$ cat src/rtl/hazard_forward_ctrl.sv
// rtl/hazard_forward_ctrl.sv - ID-stage hazard detection, operand forwarding and MDU occupancy tracking
module hazard_forward_ctrl #(
    parameter int ADDR_W            = 5,
    parameter int NUM_SRC           = 2,
    parameter int LOAD_FWD_FROM_MEM = 1,
    parameter int MDU_LATENCY       = 4,
    parameter int CNT_W             = 16
) (
    input  logic                        clk,
    input  logic                        reset_n,
    input  logic [NUM_SRC*ADDR_W-1:0]   id_src_addr,
    input  logic [NUM_SRC-1:0]          id_src_used,
    input  logic [ADDR_W-1:0]           ex_destination,
    input  logic [ADDR_W-1:0]           mem_destination,
    input  logic [ADDR_W-1:0]           wb_destination,
    input  logic                        ex_rf_enable,
    input  logic                        mem_rf_enable,
    input  logic                        wb_rf_enable,
    input  logic                        ex_load_instruction,
    input  logic                        mem_load_instruction,
    input  logic                        id_mdu_start,
    input  logic                        id_mdu_read,
    input  logic                        stat_clear,
    output logic [2*NUM_SRC-1:0]        fwd_sel,
    output logic                        load_enable,
    output logic                        pc_enable,
    output logic                        nop_signal,
    output logic                        mdu_busy,
    output logic [CNT_W-1:0]            stall_count
);

    localparam int LAT_W = (MDU_LATENCY < 1) ? 1 : $clog2(MDU_LATENCY + 1);
    localparam logic [LAT_W-1:0] LAT_VAL = LAT_W'(MDU_LATENCY);
    localparam logic LOAD_STALL_IN_MEM = (LOAD_FWD_FROM_MEM == 0);

    typedef enum logic {IDLE, BUSY} mdu_state_t;

    mdu_state_t         state, state_next;
    logic [LAT_W-1:0]   cnt, cnt_next;

    logic [NUM_SRC-1:0] live, ex_hit, mem_hit, wb_hit;
    logic               load_hazard, mdu_hazard, stall;

    // Register 0 is hardwired, so a zero address is never live and never matches.
    always_comb begin
        live    = '0;
        ex_hit  = '0;
        mem_hit = '0;
        wb_hit  = '0;
        for (int k = 0; k < NUM_SRC; k++) begin
            live[k]    = id_src_used[k] && (id_src_addr[k*ADDR_W +: ADDR_W] != '0);
            ex_hit[k]  = live[k] && ex_rf_enable  && (ex_destination  == id_src_addr[k*ADDR_W +: ADDR_W]);
            mem_hit[k] = live[k] && mem_rf_enable && (mem_destination == id_src_addr[k*ADDR_W +: ADDR_W]);
            wb_hit[k]  = live[k] && wb_rf_enable  && (wb_destination  == id_src_addr[k*ADDR_W +: ADDR_W]);
        end
    end

    assign load_hazard = ((|ex_hit) && ex_load_instruction) ||
                         (LOAD_STALL_IN_MEM && (|mem_hit) && mem_load_instruction);
    assign mdu_hazard  = mdu_busy && (id_mdu_start || id_mdu_read);
    assign stall       = load_hazard || mdu_hazard;

    assign load_enable = !stall;
    assign pc_enable   = !stall;
    assign nop_signal  = stall;

    always_comb begin
        fwd_sel = '0;
        if (!stall) begin
            for (int k = 0; k < NUM_SRC; k++) begin
                if (ex_hit[k])       fwd_sel[2*k +: 2] = 2'b01;
                else if (mem_hit[k]) fwd_sel[2*k +: 2] = 2'b10;
                else if (wb_hit[k])  fwd_sel[2*k +: 2] = 2'b11;
                else                 fwd_sel[2*k +: 2] = 2'b00;
            end
        end
    end

    always_ff @(posedge clk or negedge reset_n) begin
        if (!reset_n) begin
            state <= IDLE;
            cnt   <= '0;
        end else begin
            state <= state_next;
            cnt   <= cnt_next;
        end
    end

    // A stalled start stays in ID and is re-presented, so it must not launch the unit.
    always_comb begin
        state_next = state;
        cnt_next   = cnt;
        case (state)
            IDLE: begin
                if (id_mdu_start && !stall && (MDU_LATENCY > 0)) begin
                    state_next = BUSY;
                    cnt_next   = LAT_VAL;
                end
            end
            BUSY: begin
                if (cnt == LAT_W'(1)) begin
                    state_next = IDLE;
                    cnt_next   = '0;
                end else begin
                    cnt_next = cnt - LAT_W'(1);
                end
            end
            default: begin
                state_next = IDLE;
                cnt_next   = '0;
            end
        endcase
    end

    assign mdu_busy = (state == BUSY);

    always_ff @(posedge clk or negedge reset_n) begin
        if (!reset_n) begin
            stall_count <= '0;
        end else if (stat_clear) begin
            stall_count <= '0;
        end else if (stall && !(&stall_count)) begin
            stall_count <= stall_count + CNT_W'(1);
        end
    end

endmodule

$ cat config.mk
export PLATFORM = sky130hd
export DESIGN_NAME = hazard_forward_ctrl
export DESIGN_NICKNAME = d
export VERILOG_FILES = /design/src/rtl/hazard_forward_ctrl.sv
export SDC_FILE = /design/constraint.sdc
export NUM_CORES = 1
export LEC_CHECK = 0
export CAP_MARGIN = 20
export CORE_MARGIN = 1
export CORE_UTILIZATION = 33
export CTS_BUF_LIST = sky130_fd_sc_hd__clkbuf_4
export CTS_CLUSTER_SIZE = 40
export DETAILED_ROUTE_END_ITERATION = 8
export PLACE_DENSITY_LB_ADDON = 0.3
export SLEW_MARGIN = 0
export SYNTH_ARGS = -nofsm -noshare
export SYNTH_HDL_FRONTEND = slang
export SYNTH_SLANG_ARGS = --single-unit
$ cat constraint.sdc
create_clock -name clk -period 3.4 [get_ports clk]
set_input_delay 0.68 -clock clk [delete_from_list [all_inputs] [get_ports clk]]
set_output_delay 0.68 -clock clk [all_outputs]
set_load 0.01 [all_outputs]
After elaboration in Yosys (flattened, before gate mapping). Index checks and enable logic that the tools add are counted.

Output and inout bits: 24. Bits in registers: 20. Word-level logic and storage cells: 56.

$add $sub $neg: 2. Reduce and logical (&&, ||, !) cells: 27. Multiplexer cells: 15. Eq/ne operators: 8. Bitwise gates (word level): 1.

Operator list (number): $mux 16 (2); $eq 5x5->1 (6); $logic_and 1x1->1 (18); $add 16x1->16 const B (1); $reduce_and 16->1 (1); $mux 2 (6); $reduce_bool 5->1 (2); $mux 3 (2); $pmux 3 s2 (1); $mux 4 (1); $eq 3x1->1 const B (1); $sub 3x1->3 const B (1); $logic_not 1->1 (2); $logic_or 1x1->1 (2); $mux 1 (2); $ne 2x2->1 const B (1); $pmux 1 s2 (1); $reduce_bool 2->1 (1); $reduce_or 2->1 (1); $not 1->1 (1).

Logic depth before layout (Yosys ltp). Gate-level depths: netlist of run 1.

Word-level depth: 11. Depth in mapped cells: 8. Gate-level depth less buffers: 7.

Worst setup path before layout of run 1. No wires, ideal clock.

Path kind: input to output. From: input id_src_addr[1]. To: output fwd_sel[1]. Stages: 7. Data arrival time: 2.331 ns. Data required time: 2.720 ns. Path slack: 0.389 ns. Path through: or4_1 o21ai_2 nor3_2 o21ai_4 buf_6 nand2_1 nor3_1.

Longest elaborated chain between the ends: 8. Elaborated cells on any way between the ends: 18.

Ends and longest elaborated chain: start, declared (RTL line 11) `input logic [NUM_SRC*ADDR_W-1:0] id_src_addr,`; $reduce_bool 5->1 (RTL line 51) `live[k] = id_src_used[k] && (id_src_addr[k*ADDR_W +: ADDR_W] != '0);`; $logic_and 1x1->1 (RTL line 51); $logic_and 1x1->1 (RTL line 52) `ex_hit[k] = live[k] && ex_rf_enable && (ex_destination == id_src_addr[k*ADDR_W +: ADDR_W]);`; $logic_and 1x1->1 * (RTL line 52); $reduce_or 2->1 * (RTL line 58) `assign load_hazard = ((|ex_hit) && ex_load_instruction) ||`; $logic_and 1x1->1 * (RTL line 58); $logic_or 1x1->1 * (RTL line 61) `assign stall = load_hazard || mdu_hazard;`; net nop_signal (RTL line 27) `output logic nop_signal,`; $mux 4 * (RTL line 69) `if (!stall) begin`; end, declared (RTL line 24) `output logic [2*NUM_SRC-1:0] fwd_sel,`.

Mark *: on every way through the listed nets, which the timed path passes. The rest lies on a longest branch.

Worst setup path after layout of run 1.
From: input id_src_addr[1]. To: output fwd_sel[0].

Longest elaborated chain between the ends: 8. Elaborated cells on any way between the ends: 18.

Ends and longest elaborated chain (RTL line): $reduce_bool 5->1 (51); $logic_and 1x1->1 (51); $logic_and 1x1->1, on equally long branches (2 in series) (54, 52); $mux 2 / $reduce_or 2->1 (equally long branches) (73, 58); $mux 2 / $logic_and 1x1->1 (equally long branches) (72, 58); $mux 2 / $logic_or 1x1->1 (equally long branches) (71, 61); $mux 4 * (69).

Mark *: on every way between the ends. The rest lies on a longest branch, timed or not.

==> flow_summary.ini, run 1 <==
[job]
max-cap-violations = 0

[logic_synthesis]
synth-seq-cells = 20
synth_area_um2 = 1770
synth.distinct_cells = 38
yosys_warnings = 0
synth_fp_nets = 249
seq_area_frac_synth_pct = 28.2
syn_area_per_cell_um2 = 8.49
syn_inst = 209
yosysTopAreaCell = dfrtp_1
netlist.area_leader.share_pct = 28.2
ys_top_cells_by_area = dfrtp_1 (28%), xnor2_1 (15%), nor2b_1 (4.9%)

[setup_path]
critPathLaunchType = input pin
critical_path_class = in -> out
r2r_start = stall_count[0]$_DFFE_PN0P_
r2r_setup_slack_ns = 1.21
crit_chain = clkdlybuf4s50_1, or4_4, o21ai_2, buf_4, buf_4, nor2_1, nand3_1, a21oi_1, nor2_1, dlygate4sd2_1
r2r_end = stall_count[8]$_DFFE_PN0P_
path_max_fanout = 2
required_ns = 2.72
worst_path_largest_cell_delay_ns = 0.55
crit_arrival_ns = 2.64
crit_slowest_cell = or4_4
r2r_cells = 6
cp-end-kind = primary output

[pwr]
power_w = 0.000867
power_density_nw_per_um2 = 332
power_leakage_nw = 1.02
vdd_ir_drop_max_mv = 0.165

[clocking]
path_clk_slew_ns = 0.12
cts_tree = built
clk_path_buf_depth = 2
cts_root_buffer = clkbuf_4
cts_htree_levels = 1
cts_buffers = 3
worstSkewPairLatency_ns = 0.30
holdBufCountCts = 0
cts_sinks = 20

[placed_design]
gp_congestion = 0.822
dp_hpwl_um = 3500
pre_cts_ws_ns = -0.363
port_buffers = 59
place_inst = 347
postPlaceCellArea_um2 = 2540

[floorplanning]
coreArea_um2 = 5140
rows = 26
die_x_um = 75.3
start_util_pct = 34.5
io_pins = 61
die_area_um2 = 5670
die_y_um = 75.3

[sta]
setup_viol = 0
max_slew_margin_pct = 37.4
post-route-min-period_ns = 3.32
fin_worst_skew_ns = 0.00286
rsz0062_at_grt = false
hold_viol_final = 0
tightest_slew_ns = 0.935
setup_slack_ns = 0.0820
clock.fmax_mhz = 301
period_share_pct = 97.6
drv_slew = 0
setup-tns-final_ns = 0

[finish]
drive_gt1_share_pct = 16.0
finish.net_count = 323
area_growth_pct = 47.0
fillers = 530
multi_input_area_um2 = 1240
final_cells = 352
seq_area_um2 = 500
final_cell_area_um2 = 2610
num_antenna_cells = 0

[worst_hold_path]
hold_depth = 2
worst_hold_startpoint = cnt[1]$_DFFE_PN0P_
holdPathEnd = cnt[1]$_DFFE_PN0P_
hp-class = reg -> reg

[global_routing]
grt_max_degree = 32
grt_pass1_wl_um = 7370
antenna_found_initial = 0
grt_usage_pct = 16.8
grt_pass1_vias = 1699
overflow = 0

[route]
vias = 1744
ant_nets = 0
wirelength_um = 4380
vias_per_cell = 4.95
initialDrtViolationCount = 60
drt_first_pass_iters = 4
wl_per_cell_um = 12.5
drc = 0

[status]
outcome = completed
[state kept, by name, summed over array words and instances, names as in the netlist]
signal	cells
cnt	3
mdu_busy	1
stall_count	16
[stage by stage]
step | utilization (%) | hold slack, ns
floorplan | - | 0.384
global placement | 49.3 | 0.551
detailed placement | 49.3 | 0.558
CTS | 50.6 | 0.577
global route | 50.7 | 0.610
finish | 50.7 | 0.575
[timing repair]
action	4_1_cts	5_1_grt
endpoints found under the hold margin	0	0
buffers inserted	0	1
pin swaps	1	2
resized for setup	11	13
endpoints found under the setup margin	7	7
[cell families after synthesis]
logic type,after synthesis,synth area share (%)
compound gates,32,12.7
xor+xnor,30,14.8
fa+ha+maj,3,2.12
buf+inv,14,3.74
flops,20,28.2
mux,15,9.66
simple gates,95,28.8
[worst max path at each step]
| stage | from | to | slack (ns) | cells after the start |
|---|---|---|---|---|
| after floorplan | id_src_addr[1] | fwd_sel[1] | 0.39 | 7 |
| after CTS | id_src_addr[6] | fwd_sel[3] | 0.008 | 8 |
| after detailed placement | id_src_addr[6] | fwd_sel[3] | -0.36 | 8 |
| after global routing | id_src_addr[1] | fwd_sel[0] | 0.009 | 10 |
| final | id_src_addr[1] | fwd_sel[0] | 0.08 | 10 |
| after global placement | id_src_addr[6] | fwd_sel[3] | -0.33 | 8 |
[area by class of cell]
type,instances,share of cell area [%]
clock buffers,3,0.864
inverters,6,0.864
well taps,70,3.36
repair buffers,77,27.0
multi-input cells,175,47.6
flip-flops and latches,20,19.2
clock inverters,1,1.15
[worst max-delay path: cells and delay by family]
| kind | cells | cell delay, ns |
|---|---|---|
| simple gates | 4 | 0.76 |
| buf+inv | 4 | 0.95 |
| compound gates | 2 | 0.23 |
[cell usage after synthesis]
| master | number |
|---|---|
| o21ai_0 | 5 |
| mux2_1 | 6 |
| a2111oi_0 | 1 |
| nand2_1 | 15 |
| dfrtp_1 | 20 |
| buf_2 | 2 |
| o21ai_2 | 2 |
| mux2i_1 | 1 |
| and2_1 | 3 |
| and4_1 | 5 |
| nor2b_1 | 14 |
| mux2_4 | 1 |
| mux2_2 | 7 |
| inv_1 | 6 |
| ha_1 | 3 |
| o31ai_1 | 2 |
| buf_6 | 1 |
| a21boi_0 | 1 |
| a211oi_1 | 9 |
| o21a_1 | 1 |
| nand2b_1 | 4 |
| xnor2_1 | 30 |
| and3_1 | 3 |
| nand3_1 | 10 |
| o21ai_4 | 1 |
| nor2_1 | 20 |
| nor3_2 | 2 |
| or2_2 | 1 |
| or4_1 | 2 |
| buf_4 | 1 |
| clkbuf_1 | 4 |
| nor3_1 | 5 |
| a31oi_1 | 3 |
| a21oi_2 | 1 |
| a21o_1 | 1 |
| or3_1 | 1 |
| nand4_1 | 10 |
| a21oi_1 | 5 |
[power breakdown]
part | switching (W) | internal, W
Sequential | 0.0000388 | 0.000271
Clock | 0.0000772 | 0.000119
Combinational | 0.000171 | 0.000190
[per-layer routing]
| metal | global-route usage [%] | vias to the layer above | share of wire (%) |
|---|---|---|---|
| li1 | - | 889 | - |
| met1 | 22.5 | 803 | 48 |
| met2 | 27.4 | 46 | 46 |
| met3 | 3.17 | 6 | 4.2 |
| met4 | 5.56 | 0 | 1.9 |
| met5 | 0 | - | 0 |
[cell usage in the layout, fill, tap and decap left out, types with 5 or more instances in the layout]
master	count
inv_1	6
o21ai_0	5
a211oi_1	9
mux2_1	6
and4_1	5
mux2_2	7
a21oi_1	5
clkdlybuf4s50_1	52
xnor2_1	30
dfrtp_1	20
nor2_1	20
nor2b_1	14
nand3_1	10
buf_4	18
nand2_1	14
nand4_1	10
Note: power is estimated with default switching activity, not from simulation.
==> inputs of run 2 (changes only) <==
CTS_CLUSTER_DIAMETER = 100   (was default)
clock period = 3.85 ns   (was 3.4 ns; I/O delays follow)
==> flow_summary.ini, run 2 (synthesis results as in run 1) <==
[clocking]
cts_buffers = 3
clk_path_buf_depth = 2
cts_tree = built
cts_root_buffer = clkbuf_4
cts_sinks = 20
path_clk_slew_ns = 0.11
worstSkewPairLatency_ns = 0.30
cts_htree_levels = 1

[global_routing]
grt_pass1_vias = 1724
grt_usage_pct = 17.5
grt_pass1_wl_um = 7660
overflow = 0
grt_max_degree = 32
antenna_found_initial = 0

[setup_path]
required_ns = 3.08
r2r_start = stall_count[0]$_DFFE_PN0P_
crit_chain = clkdlybuf4s50_1, or4_4, o21ai_4, nor3_2, o21ai_4, nand2_2, nor2_1, clkdlybuf4s50_1
worstSetupStartpoint = id_src_addr[1]
crit_arrival_ns = 3.00
r2r_end = stall_count[8]$_DFFE_PN0P_
cp.depth = 8
cp-endpoint = fwd_sel[0]
critical_path.top_delay_family = buffers and inverters
crit_slowest_cell = or4_4
r2r_setup_slack_ns = 1.63
critical_path_class = in -> out
r2r_cells = 6
worst_path_largest_cell_delay_ns = 0.57
critPathLaunchType = input pin
cp-end-kind = primary output
path_max_fanout = 5
crit_buf_inv = 2

[sta]
tightest_slew_ns = 0.959
fin_worst_skew_ns = 0.00389
rsz0062_at_grt = false
period_share_pct = 98.0
hold_viol_final = 0
post-route-min-period_ns = 3.77
setup_viol = 0
clock.fmax_mhz = 265
max_slew_margin_pct = 35.8
drv_slew = 0
setup_slack_ns = 0.0760

[worst_hold_path]
hp-class = reg -> reg

[route]
ant_nets = 0
drt_first_pass_iters = 4
initialDrtViolationCount = 84
vias = 1754
drc = 0
wirelength_um = 4570
wl_per_cell_um = 13.1
vias_per_cell = 5.03

[floorplanning]
coreArea_um2 = 5140
start_util_pct = 34.5
die_y_um = 75.3
die_x_um = 75.3
rows = 26
io_pins = 61
die_area_um2 = 5670

[finish]
top_register = stall_count
drive_gt1_share_pct = 13.6
largest_register_ffs = 16
final_cell_mix = clkdlybuf4s50_1 (54), xnor2_1 (30), nor2_1 (20), dfrtp_1 (20), buf_4 (16)
final_cell_area_um2 = 2590
num_antenna_cells = 0
finish.net_count = 321
mostFrequentLayoutCell = clkdlybuf4s50_1
area_growth_pct = 45.8

[placed_design]
port_buffers = 59
postPlaceCellArea_um2 = 2520
gp_congestion = 0.871
pre_cts_ws_ns = -0.0884
dp_hpwl_um = 3730

[pwr]
power_density_nw_per_um2 = 272
vdd_ir_drop_max_mv = 0.156
power_leakage_nw = 1.04

[status]
outcome = completed

[job]
max-cap-violations = 0
## run 2: cell types whose count changed in the layout (fill, tap and decap cells not counted), moves of 2 or more
cell,delta
buf_4,-2
clkdlybuf4s50_1,+2
dlymetal6s2s_1,+3
clkbuf_2,-4
## run 2: stage by stage
step | instances | utilization [%] | power, W | TNS [ns] | hold slack, ns
CTS | 349 | 49.8 | 0.000713 | 0 | 0.580
global placement | 345 | 49.1 | 0.000592 | -0.0883 | 0.564
floorplan | 209 | - | 0.000450 | 0 | 0.474
detailed placement | 345 | 49.1 | 0.000608 | -0.223 | 0.564
global route | 349 | 50.3 | 0.000764 | 0 | 0.611
finish | 349 | 50.3 | 0.000703 | 0 | 0.575
## run 2: worst register-to-register path: cells and delay by family (launching register included)
family	cells	cell delay, ns
DFF	1	0.46
AOI/OAI and AO/OA	1	0.50
muxes	1	0.39
adders and majority gates	1	0.26
and+or+nand+nor	3	0.49
## run 2: worst min-delay path by stage
stage | startpoint | end | slack (ns) | depth (start not counted)
2_1_floorplan | reset_n | cnt[0]$_DFFE_PN0P_ | 0.47 | 0
3_3_place_gp | cnt[1]$_DFFE_PN0P_ | cnt[1]$_DFFE_PN0P_ | 0.56 | 2
3_5_place_dp | cnt[1]$_DFFE_PN0P_ | cnt[1]$_DFFE_PN0P_ | 0.56 | 2
4_1_cts | cnt[1]$_DFFE_PN0P_ | cnt[1]$_DFFE_PN0P_ | 0.58 | 2
5_1_grt | cnt[1]$_DFFE_PN0P_ | cnt[1]$_DFFE_PN0P_ | 0.61 | 2
6_report | cnt[1]$_DFFE_PN0P_ | cnt[1]$_DFFE_PN0P_ | 0.58 | 2
## run 2: area by class of cell
type,count,area (um2)
repair buffers,75,716
clock buffers,3,22.5
flip-flops and latches,20,500
fillers,538,2550
inverters,6,22.5
multi-input cells,175,1240
well taps,70,87.6
## run 2: repair_timing
action / CTS / global route
resized for setup: 5 / 6
pin swaps: 1 / 1
endpoints found under the setup margin: 4 / 4
setup buffers: 1 / 0
hold buffers: 0 / 0
## run 2: per-layer routing
metal / vias up / global-route usage, % / wire [um]
met5: - / 0 / 0
met4: 0 / 4.53 / 36
met3: 4 / 2.38 / 208
met2: 48 / 30.2 / 2210
met1: 817 / 23.2 / 2120
li1: 885 / - / -
## run 2: report_power, final
| part | internal (W) | switching (W) |
|---|---|---|
| registers | 0.000239 | 0.0000349 |
| clock network | 0.0000364 | 0.0000629 |
| logic | 0.000175 | 0.000154 |
| total | 0.000451 | 0.000252 |
